<file path="src/rtl/f_u_div_pkg.sv">
// Shared definitions for the sequential restoring divider family.
package f_u_div_pkg;

  localparam int unsigned DIV_N = 8;

  typedef enum logic [1:0] {
    IDLE = 2'd0,
    RUN  = 2'd1,
    DONE = 2'd2
  } div_state_e;

  function automatic int unsigned clog2(input int unsigned n);
    int unsigned w;
    w = 0;
    while ((32'd1 << w) < n) begin
      w = w + 1;
    end
    return w;
  endfunction

endpackage

</file>
<file path="src/rtl/f_u_div_step.sv">
// One restoring-division step: (N+1)-bit ripple-borrow subtract of {0,b} from t,
// keeping t when the subtraction borrows.
module f_u_div_step #(
  parameter int unsigned N = 8
) (
  input  logic [N:0]   t_i,
  input  logic [N-1:0] b_i,
  output logic [N:0]   rem_o,
  output logic         qbit_o
);

  logic [N:0]   bb;
  logic [N:0]   diff;
  logic [N+1:0] bor;

  assign bb     = {1'b0, b_i};
  assign bor[0] = 1'b0;

  for (genvar i = 0; i <= N; i++) begin : g_fs
    assign diff[i]  = t_i[i] ^ bb[i] ^ bor[i];
    assign bor[i+1] = (~t_i[i] & bb[i]) | (~(t_i[i] ^ bb[i]) & bor[i]);
  end

  assign qbit_o = ~bor[N+1];
  assign rem_o  = qbit_o ? diff : t_i;

endmodule

</file>
<file path="src/rtl/f_u_seqdiv8.sv">
// Sequential unsigned restoring divider, one quotient bit per clock,
// valid/ready handshake on operands and result.
module f_u_seqdiv8
  import f_u_div_pkg::*;
#(
  parameter int unsigned N = DIV_N
) (
  input  logic         clk,
  input  logic         rst,
  input  logic         in_valid,
  output logic         in_ready,
  input  logic [N-1:0] a,
  input  logic [N-1:0] b,
  output logic         out_valid,
  input  logic         out_ready,
  output logic [N-1:0] q,
  output logic [N-1:0] r,
  output logic         dbz
);

  localparam int unsigned CW = (clog2(N) > 0) ? clog2(N) : 1;

  div_state_e    state_q, state_d;
  logic [N:0]    rem_q, rem_d;
  logic [N-1:0]  dvd_q, dvd_d;
  logic [N-1:0]  dvs_q, dvs_d;
  logic [CW-1:0] cnt_q, cnt_d;
  logic          dbz_q, dbz_d;

  logic [N:0]    step_t;
  logic [N:0]    step_rem;
  logic          step_qbit;
  logic          rem_msb_unused;

  // Dividend register doubles as the quotient register: quotient bits enter at
  // the lsb as dividend bits leave at the msb.
  assign step_t = {rem_q[N-1:0], dvd_q[N-1]};

  f_u_div_step #(.N(N)) u_step (
    .t_i    (step_t),
    .b_i    (dvs_q),
    .rem_o  (step_rem),
    .qbit_o (step_qbit)
  );

  always_ff @(posedge clk or posedge rst) begin
    if (rst) begin
      state_q <= IDLE;
      rem_q   <= '0;
      dvd_q   <= '0;
      dvs_q   <= '0;
      cnt_q   <= '0;
      dbz_q   <= 1'b0;
    end else begin
      state_q <= state_d;
      rem_q   <= rem_d;
      dvd_q   <= dvd_d;
      dvs_q   <= dvs_d;
      cnt_q   <= cnt_d;
      dbz_q   <= dbz_d;
    end
  end

  always_comb begin
    state_d = state_q;
    rem_d   = rem_q;
    dvd_d   = dvd_q;
    dvs_d   = dvs_q;
    cnt_d   = cnt_q;
    dbz_d   = dbz_q;
    unique case (state_q)
      IDLE: begin
        if (in_valid) begin
          dvd_d   = a;
          dvs_d   = b;
          rem_d   = '0;
          cnt_d   = CW'(N - 1);
          dbz_d   = (b == '0);
          state_d = RUN;
        end
      end
      RUN: begin
        rem_d = step_rem;
        dvd_d = {dvd_q[N-2:0], step_qbit};
        if (cnt_q == '0) begin
          state_d = DONE;
        end else begin
          cnt_d = cnt_q - CW'(1);
        end
      end
      DONE: begin
        if (out_ready) begin
          state_d = IDLE;
        end
      end
      default: state_d = IDLE;
    endcase
  end

  // Bit N of the partial remainder is always zero once the division completes.
  assign rem_msb_unused = rem_q[N];

  assign in_ready  = (state_q == IDLE);
  assign out_valid = (state_q == DONE);
  assign q         = dvd_q;
  assign r         = rem_q[N-1:0];
  assign dbz       = dbz_q;

endmodule

</file>
<file path="config.mk">
export PLATFORM = sky130hd
export DESIGN_NAME = f_u_seqdiv8
export DESIGN_NICKNAME = d
export VERILOG_FILES = /design/src/rtl/f_u_div_pkg.sv /design/src/rtl/f_u_div_step.sv /design/src/rtl/f_u_seqdiv8.sv
export SDC_FILE = /design/constraint.sdc
export NUM_CORES = 1
export LEC_CHECK = 0
export CAP_MARGIN = 40
export CORE_UTILIZATION = 34
export CTS_CLUSTER_DIAMETER = 40
export CTS_CLUSTER_SIZE = 16
export DETAILED_ROUTE_END_ITERATION = 7
export PLACE_DENSITY = 0.58
export SYNTH_ARGS = -nofsm -noshare
export SYNTH_HDL_FRONTEND = slang
export SYNTH_SLANG_ARGS = --single-unit
</file>
<file path="constraint.sdc">
create_clock -name clk -period 4.21 [get_ports clk]
set_input_delay 1.263 -clock clk [delete_from_list [all_inputs] [get_ports clk]]
set_output_delay 1.263 -clock clk [all_outputs]
set_load 0.01 [all_outputs]
</file>
==> flow_summary_export.csv, run 1 <==
group,metric,value,unit
detailed_routing,drt_iter0_drc,97,
global_routing,grt_max_degree,31,
yosys,synth-simple-area-share,15.5,%
power,p_leak,0.976,nW
cts,cts_tree,"done",
yosys,muxShareOfSynthArea,7.77,%
detailed_routing,num_vias,1210,
power,clock_power_share,12.7,%
yosys,ys_top_cells_by_area,"dfrtp_1, fa_1, mux2_1",
yosys,async_reset_ff_share,100,%
power,switchingPower,721,µW
yosys,synth_edf_count,0,
floorplanning,dieArea,0.00521,mm²
detailed_routing,viasPerCell,4.75,
setup_path,crit_arrival,4.23,ns
yosys,synth_top_family_by_area,"simple AND/OR/NAND/NOR gates",
timing,max_freq,0.249,GHz
worst_hold_path,hold_path.class,"reg -> reg",
setup_path,crit_type,"reg -> reg",
global_routing,grt_pass1_vias,1294,
timing,grt_setup_unrepaired,"false",
yosys,avgSynthCellArea,11.4,µm²
yosys,ys.flop_type,"dfrtp_1",
placed_design,placed_area,0.00211,mm²
cts,path_clk_slew,0.07,ns
cts,cts.sinks,30,
yosys,seq_area_frac_synth,44.8,%
timing,finalHoldViolCount,0,
placed_design,gp_congestion,0.804,
yosys,synth_top_area_cell,"dfrtp_1",
yosys,ys_ff_latch,30,
yosys,post-synth-top-count-cell,"dfrtp_1",
finish,area_growth,32.0,%
timing,finalCritPeriodShare,95.3,%
floorplanning,ios,39,
cts,cts_max_path_buffers,2,
timing,fin_skew,0.00536,ns
floorplanning,rows,25,
detailed_routing,dr.pass1.iters,3,
flow_run,max_cap_viol_count,0,
finish,antenna_cells,0,
global_routing,grt_pass1_wl,6160,µm
cts,h-tree-depth,2,
yosys,syn_area,0.00168,mm²
timing,relSlewSlack,58.1,%
power,p_int,1.15,mW
yosys,postSynthCellCount,147,
yosys,yosysUniqueCellTypes,36,
placed_design,post-place-ws,0.116,ns
floorplanning,dieHeight,72.2,µm
yosys,synth_fa_ha_area_share,10.6,%
yosys,synth_top_area_share,44.8,%
timing,worst_pin_slew,0.628,ns
cts,cts_buffers,5,
power,power_density,845,mW/mm²
placed_design,dp.final_hpwl,2660,µm
setup_path,required,4.43,ns
placed_design,portBuffers,38,
timing,finalCriticalPeriod,4.01,ns
detailed_routing,post-route-drc-count,0,
floorplanning,start_util,35.5,%
run_status,outcome,"complete, no violations",
power,ir_worst_vdd,0.000311,V
finish,nNetsFinal,217,
yosys,yosys-top-cells-count,"dfrtp_1, inv_1, o21ai_1",
yosys,synth_compound_area_share,14.4,%
yosys,synth-xor-area-share,0,%
setup_path,end_kind,"register",
timing,fin_setup_tns,0,ns
detailed_routing,ant_nets,0,
global_routing,antenna_found_initial,0,
floorplanning,core,0.00472,mm²
global_routing,grtUsageTotal,15.6,%
detailed_routing,finalWirelength,3650,µm
power,swShare,38.6,%
detailed_routing,wire_per_inst,14.3,µm
cts,cts_root_buffer,"clkbuf_8",
setup_path,cp-start-kind,"register",
yosys,yosysWarningCount,0,
power,combPwrFrac,56.2,%
cts,insertion_delay,0.28,ns
global_routing,overflow,0,
timing,setup_violations,0,
yosys,syn-num-nets,177,
timing,setup_slack,0.197,ns
floorplanning,fp.dieW,72.2,µm
power,pwr-share-seq,31.0,%
finish,drive_gt1_share,12.8,%
finish,finish.utilization,46.8,%
setup_path,crit_fanout,11,
finish,final_area,0.00221,mm²
timing,slew_violations,0,
[worst paths after layout]
check                         start  endpoint  slack (ns)  cells after the start
min                        cnt_q[0]  cnt_q[0]        0.47                      1
max                            q[7]  rem_q[0]        0.20                     13
max reg2reg                    q[7]  rem_q[0]        0.20                     13
min reg2reg                cnt_q[0]  cnt_q[0]        0.47                      1
max in group asynchronous       rst  rem_q[4]        2.56                      3
min in group asynchronous       rst      q[0]        1.36                      3
[sequential cells by signal, summed over array words and instances (netlist names)]
register / flops
rem_q: 8
dvs_q: 8
state_q: 2
q: 8
dbz: 1
cnt_q: 3
[metrics by stage]
stage | cells | power [mW] | hold slack, ns
after floorplan | 147 | 1.26 | 0.445
after global placement | 247 | 1.58 | 0.456
after detailed placement | 247 | 1.63 | 0.464
after CTS | 255 | 1.87 | 0.472
after global routing | 255 | 2.03 | 0.504
final | 255 | 1.87 | 0.470
[per-layer routing]
layer	routed length (µm)	vias up	global-route usage (%)
met2	1770	22	24.9
met4	46	0	5.88
met1	1730	598	20.8
li1	-	586	-
met3	95	4	3.33
met5	0	-	0
[area by class of cell]
class | count | area, µm²
fillers | 452 | 2510
multi-input cells | 95 | 818
flip-flops and latches | 30 | 751
repair buffers | 41 | 415
clock buffers | 7 | 86.3
well taps | 67 | 83.8
inverters | 14 | 52.6
clock inverters | 1 | 5.00
[cell families (layout without fill, tap and decap cells)]
group	Yosys count	after routing
AOI/OAI and AO/OA	35	35
adders and majority gates	10	10
buffers and inverters	22	63
DFF	30	30
muxes	12	12
and+or+nand+nor	38	38
[critical path, stage by stage, from the launching register on]
cell and delay [ns]:
dfrtp_1 0.39, inv_1 0.09, ha_1 0.21, fa_1 0.38, fa_1 0.38, fa_1 0.38, fa_1 0.40, fa_1 0.39
fa_1 0.39, fa_2 0.39, nand2b_4 0.10, buf_12 0.13, mux2i_1 0.19, a21o_1 0.13
[placed cells by master (no fill, tap or decap), drive strengths merged, types with 2 or more instances in the layout]
cell type and count:
clkdlybuf4s50 38, dfrtp 30, inv 14, o21ai 9
a21oi 8, mux2 8, nand2 8, fa 7
clkbuf 7, and3b 5, nor3 5, nor2 4
mux2i 4, a21o 4, a2bb2oi 3, nor2b 3
and2 3, ha 3, a22oi 3, o32ai 3
buf 3, o21bai 2, nor4 2, a22o 2
nor3b 2, nand2b 2, and2b 2
[power groups by stage]
| stage | Combinational (mW) | Sequential, mW | Clock [mW] |
|---|---|---|---|
| 2_1_floorplan | 0.695 | 0.563 | 0 |
| 3_3_place_gp | 0.999 | 0.577 | 0 |
| 3_5_place_dp | 1.04 | 0.585 | 0 |
| 4_1_cts | 1.04 | 0.580 | 0.245 |
| 5_1_grt | 1.17 | 0.604 | 0.258 |
| 6_report | 1.05 | 0.580 | 0.238 |
[what timing repair did]
action / CTS / global route
gates resized for setup: 0 / 2
hold endpoints to repair: 0 / 0
setup endpoints to repair: 0 / 9
buffers inserted: 0 / 0
hold buffers: 0 / 0
No activity file was read; power rests on OpenSTA's default activity.
==> run 2, diff against run 1 <==
Settings changed: CORE_ASPECT_RATIO from default to 1.4, CTS_CLUSTER_DIAMETER 40 to default, REMOVE_ABC_BUFFERS from default to 1.
==> run 2 against run 1 <==
Via count rose by 0.83%. First-iteration DRC count fell by 70%. Combinational power barely moved. Fmax rose by 0.27%. Sequential power fell by 2%. Die area barely moved. Clock skew fell by 0.00077 ns. Design area rose by 0.34%. Register-to-register slack barely moved. Sequential share of layout area fell by 0.11 points. Utilization rose by 0.96 points. Clock power barely moved.
==> flow_summary_export.csv, run 2 (same netlist as run 1, synthesis figures left out) <==
group,metric,value,unit
global_routing,antenna_found_initial,0,
setup_path,crit_fanout,3,
finish,multiInputGateArea,826,µm²
detailed_routing,ant_nets,0,
placed_design,post-place-ws,0.119,ns
setup_path,crit_arrival,4.17,ns
finish,nNetsFinal,219,
finish,drive_gt1_share,14.2,%
global_routing,grt_pass1_vias,1296,
global_routing,grtUsageTotal,15.9,%
finish,fillCellCount,458,
setup_path,crit_type,"reg -> reg",
detailed_routing,post-route-drc-count,0,
cts,cts_tree,"done",
timing,finalCritPeriodShare,95.1,%
setup_path,required,4.38,ns
setup_path,cp-start-kind,"register",
power,pwr-share-seq,30.6,%
power,power_density,837,mW/mm²
setup_path,path_delay_family,"adder cells",
setup_path,crit_path_cell_trace,"inv_1 -> ha_1 -> fa_1 -> fa_1 -> fa_2 -> fa_1 -> fa_1 -> fa_1 -> fa_1 -> nand2b_1 -> buf_4 -> o22ai_1 -> a22o_1",
detailed_routing,finalWirelength,3530,µm
finish,antenna_cells,0,
timing,finalCriticalPeriod,4.00,ns
timing,grt_setup_unrepaired,"false",
finish,layout_common_cells,"clkdlybuf4s50_1, dfrtp_1, inv_1",
power,ir_worst_vdd,0.000292,V
finish,finish.utilization,47.8,%
global_routing,grt_max_degree,31,
cts,postCtsHoldBufs,0,
setup_path,worstPathBufferInverterCount,2,
timing,holdWs,0.487,ns
floorplanning,dieHeight,85.1,µm
power,p_int,1.15,mW
floorplanning,rows,29,
detailed_routing,num_vias,1220,
power,swShare,38.1,%
flow_run,max_cap_viol_count,0,
cts,h-tree-depth,2,
cts,cts_root_buffer,"clkbuf_8",
global_routing,grt_pass1_wl,6020,µm
power,p_leak,0.984,nW
cts,cts_buffers,5,
floorplanning,dieArea,0.00522,mm²
finish,layout_commonest_cell,"clkdlybuf4s50_1",
floorplanning,core,0.00464,mm²
timing,relSlewSlack,60.3,%
timing,finalHoldViolCount,0,
detailed_routing,viasPerCell,4.84,
finish,final_area,0.00222,mm²
floorplanning,start_util,36.1,%
floorplanning,fp.dieW,61.3,µm
power,combPwrFrac,56.6,%
cts,cts.sinks,30,
timing,slew_violations,0,
timing,setup_violations,0,
cts,cts_max_path_buffers,2,
run_status,outcome,"complete, no violations",
power,switchingPower,707,µW
detailed_routing,wire_per_inst,14.0,µm
setup_path,end_kind,"register",
timing,fin_skew,0.00459,ns
power,clock_power_share,12.7,%
setup_path,rrSetupSlack,0.21,ns
global_routing,overflow,0,
placed_design,gp_congestion,0.783,
placed_design,placed_area,0.00210,mm²
setup_path,critPathMaxStageDelay,0.40,ns
floorplanning,ios,39,
detailed_routing,drt_iter0_drc,29,
setup_path,slowest_stage,"fa_1",
setup_path,crit_path_frequent_cell,"fa_1",
timing,max_freq,0.250,GHz
cts,insertion_delay,0.28,ns
placed_design,dp.final_hpwl,2600,µm
cts,path_clk_slew,0.06,ns
detailed_routing,dr.pass1.iters,4,
timing,worst_pin_slew,0.595,ns
timing,fin_setup_tns,0,ns
finish,seqCellArea,751,µm²
placed_design,portBuffers,38,
finish,area_growth,32.5,%
timing,setup_slack,0.207,ns
worst_hold_path,hold_path.class,"reg -> reg",
[run 2: cell types whose count changed in the layout (fill, tap and decap cells not counted)]
cell / previous run / this run
o32ai_2: 1 / 3
o32ai_1: 2 / 0
buf_12: 1 / 0
nand2b_4: 1 / 0
buf_4: 2 / 4
nand2b_1: 1 / 2
buf_6: 0 / 1
[run 2: worst paths after layout]
kind,start,endpoint,depth (start not counted)
hold / removal,cnt_q[0],cnt_q[0],1
min in group asynchronous,rst,dvs_q[3],3
setup reg to reg,q[7],rem_q[7],13
setup / recovery,q[7],rem_q[7],13
hold reg to reg,cnt_q[0],cnt_q[0],1
max in group asynchronous,rst,q[5],3
[run 2: timing repair]
item	4_1_cts	5_1_grt
setup buffers	0	1
endpoints found under the setup margin	0	8
gates resized for setup	0	4
[run 2: worst register-to-register path, cell delays in order, from the launching register on]
cell and delay, ns:
dfrtp_1 0.34, inv_1 0.07, ha_1 0.21, fa_1 0.38
fa_1 0.40, fa_2 0.36, fa_1 0.39, fa_1 0.39
fa_1 0.40, fa_1 0.39, nand2b_1 0.12, buf_4 0.14
o22ai_1 0.08, a22o_1 0.23
[run 2: power groups by stage]
stage               sequential (mW)  clock, mW  combinational, mW
CTS                           0.575      0.246               1.02
global route                  0.592      0.256               1.18
floorplan                     0.579          0              0.635
finish                        0.569      0.236               1.05
global placement              0.575          0              0.989
detailed placement            0.578          0               1.01
[run 2: final cells by class]
class                   instances  share of cell area, %
multi-input cells              95                   37.2
clock inverters                 1                  0.225
clock buffers                   7                   3.89
flip-flops and latches         30                   33.8
repair buffers                 43                   19.0
inverters                      14                   2.37
well taps                      62                   3.49
[run 2: metrics by stage]
step | total power, mW | instances
4_1_cts | 1.84 | 251
2_1_floorplan | 1.21 | 139
3_3_place_gp | 1.56 | 243
6_report | 1.86 | 252
3_5_place_dp | 1.59 | 243
5_1_grt | 2.03 | 252
[run 2: routing by layer]
metal  vias up  GRT usage [%]  part of all wire (%)
li1        589              -                     -
met1       604           19.7                    42
met2        22           25.7                    53
met3         5           4.12                   3.4
met4         0           6.20                   1.5
met5         -              0                     0
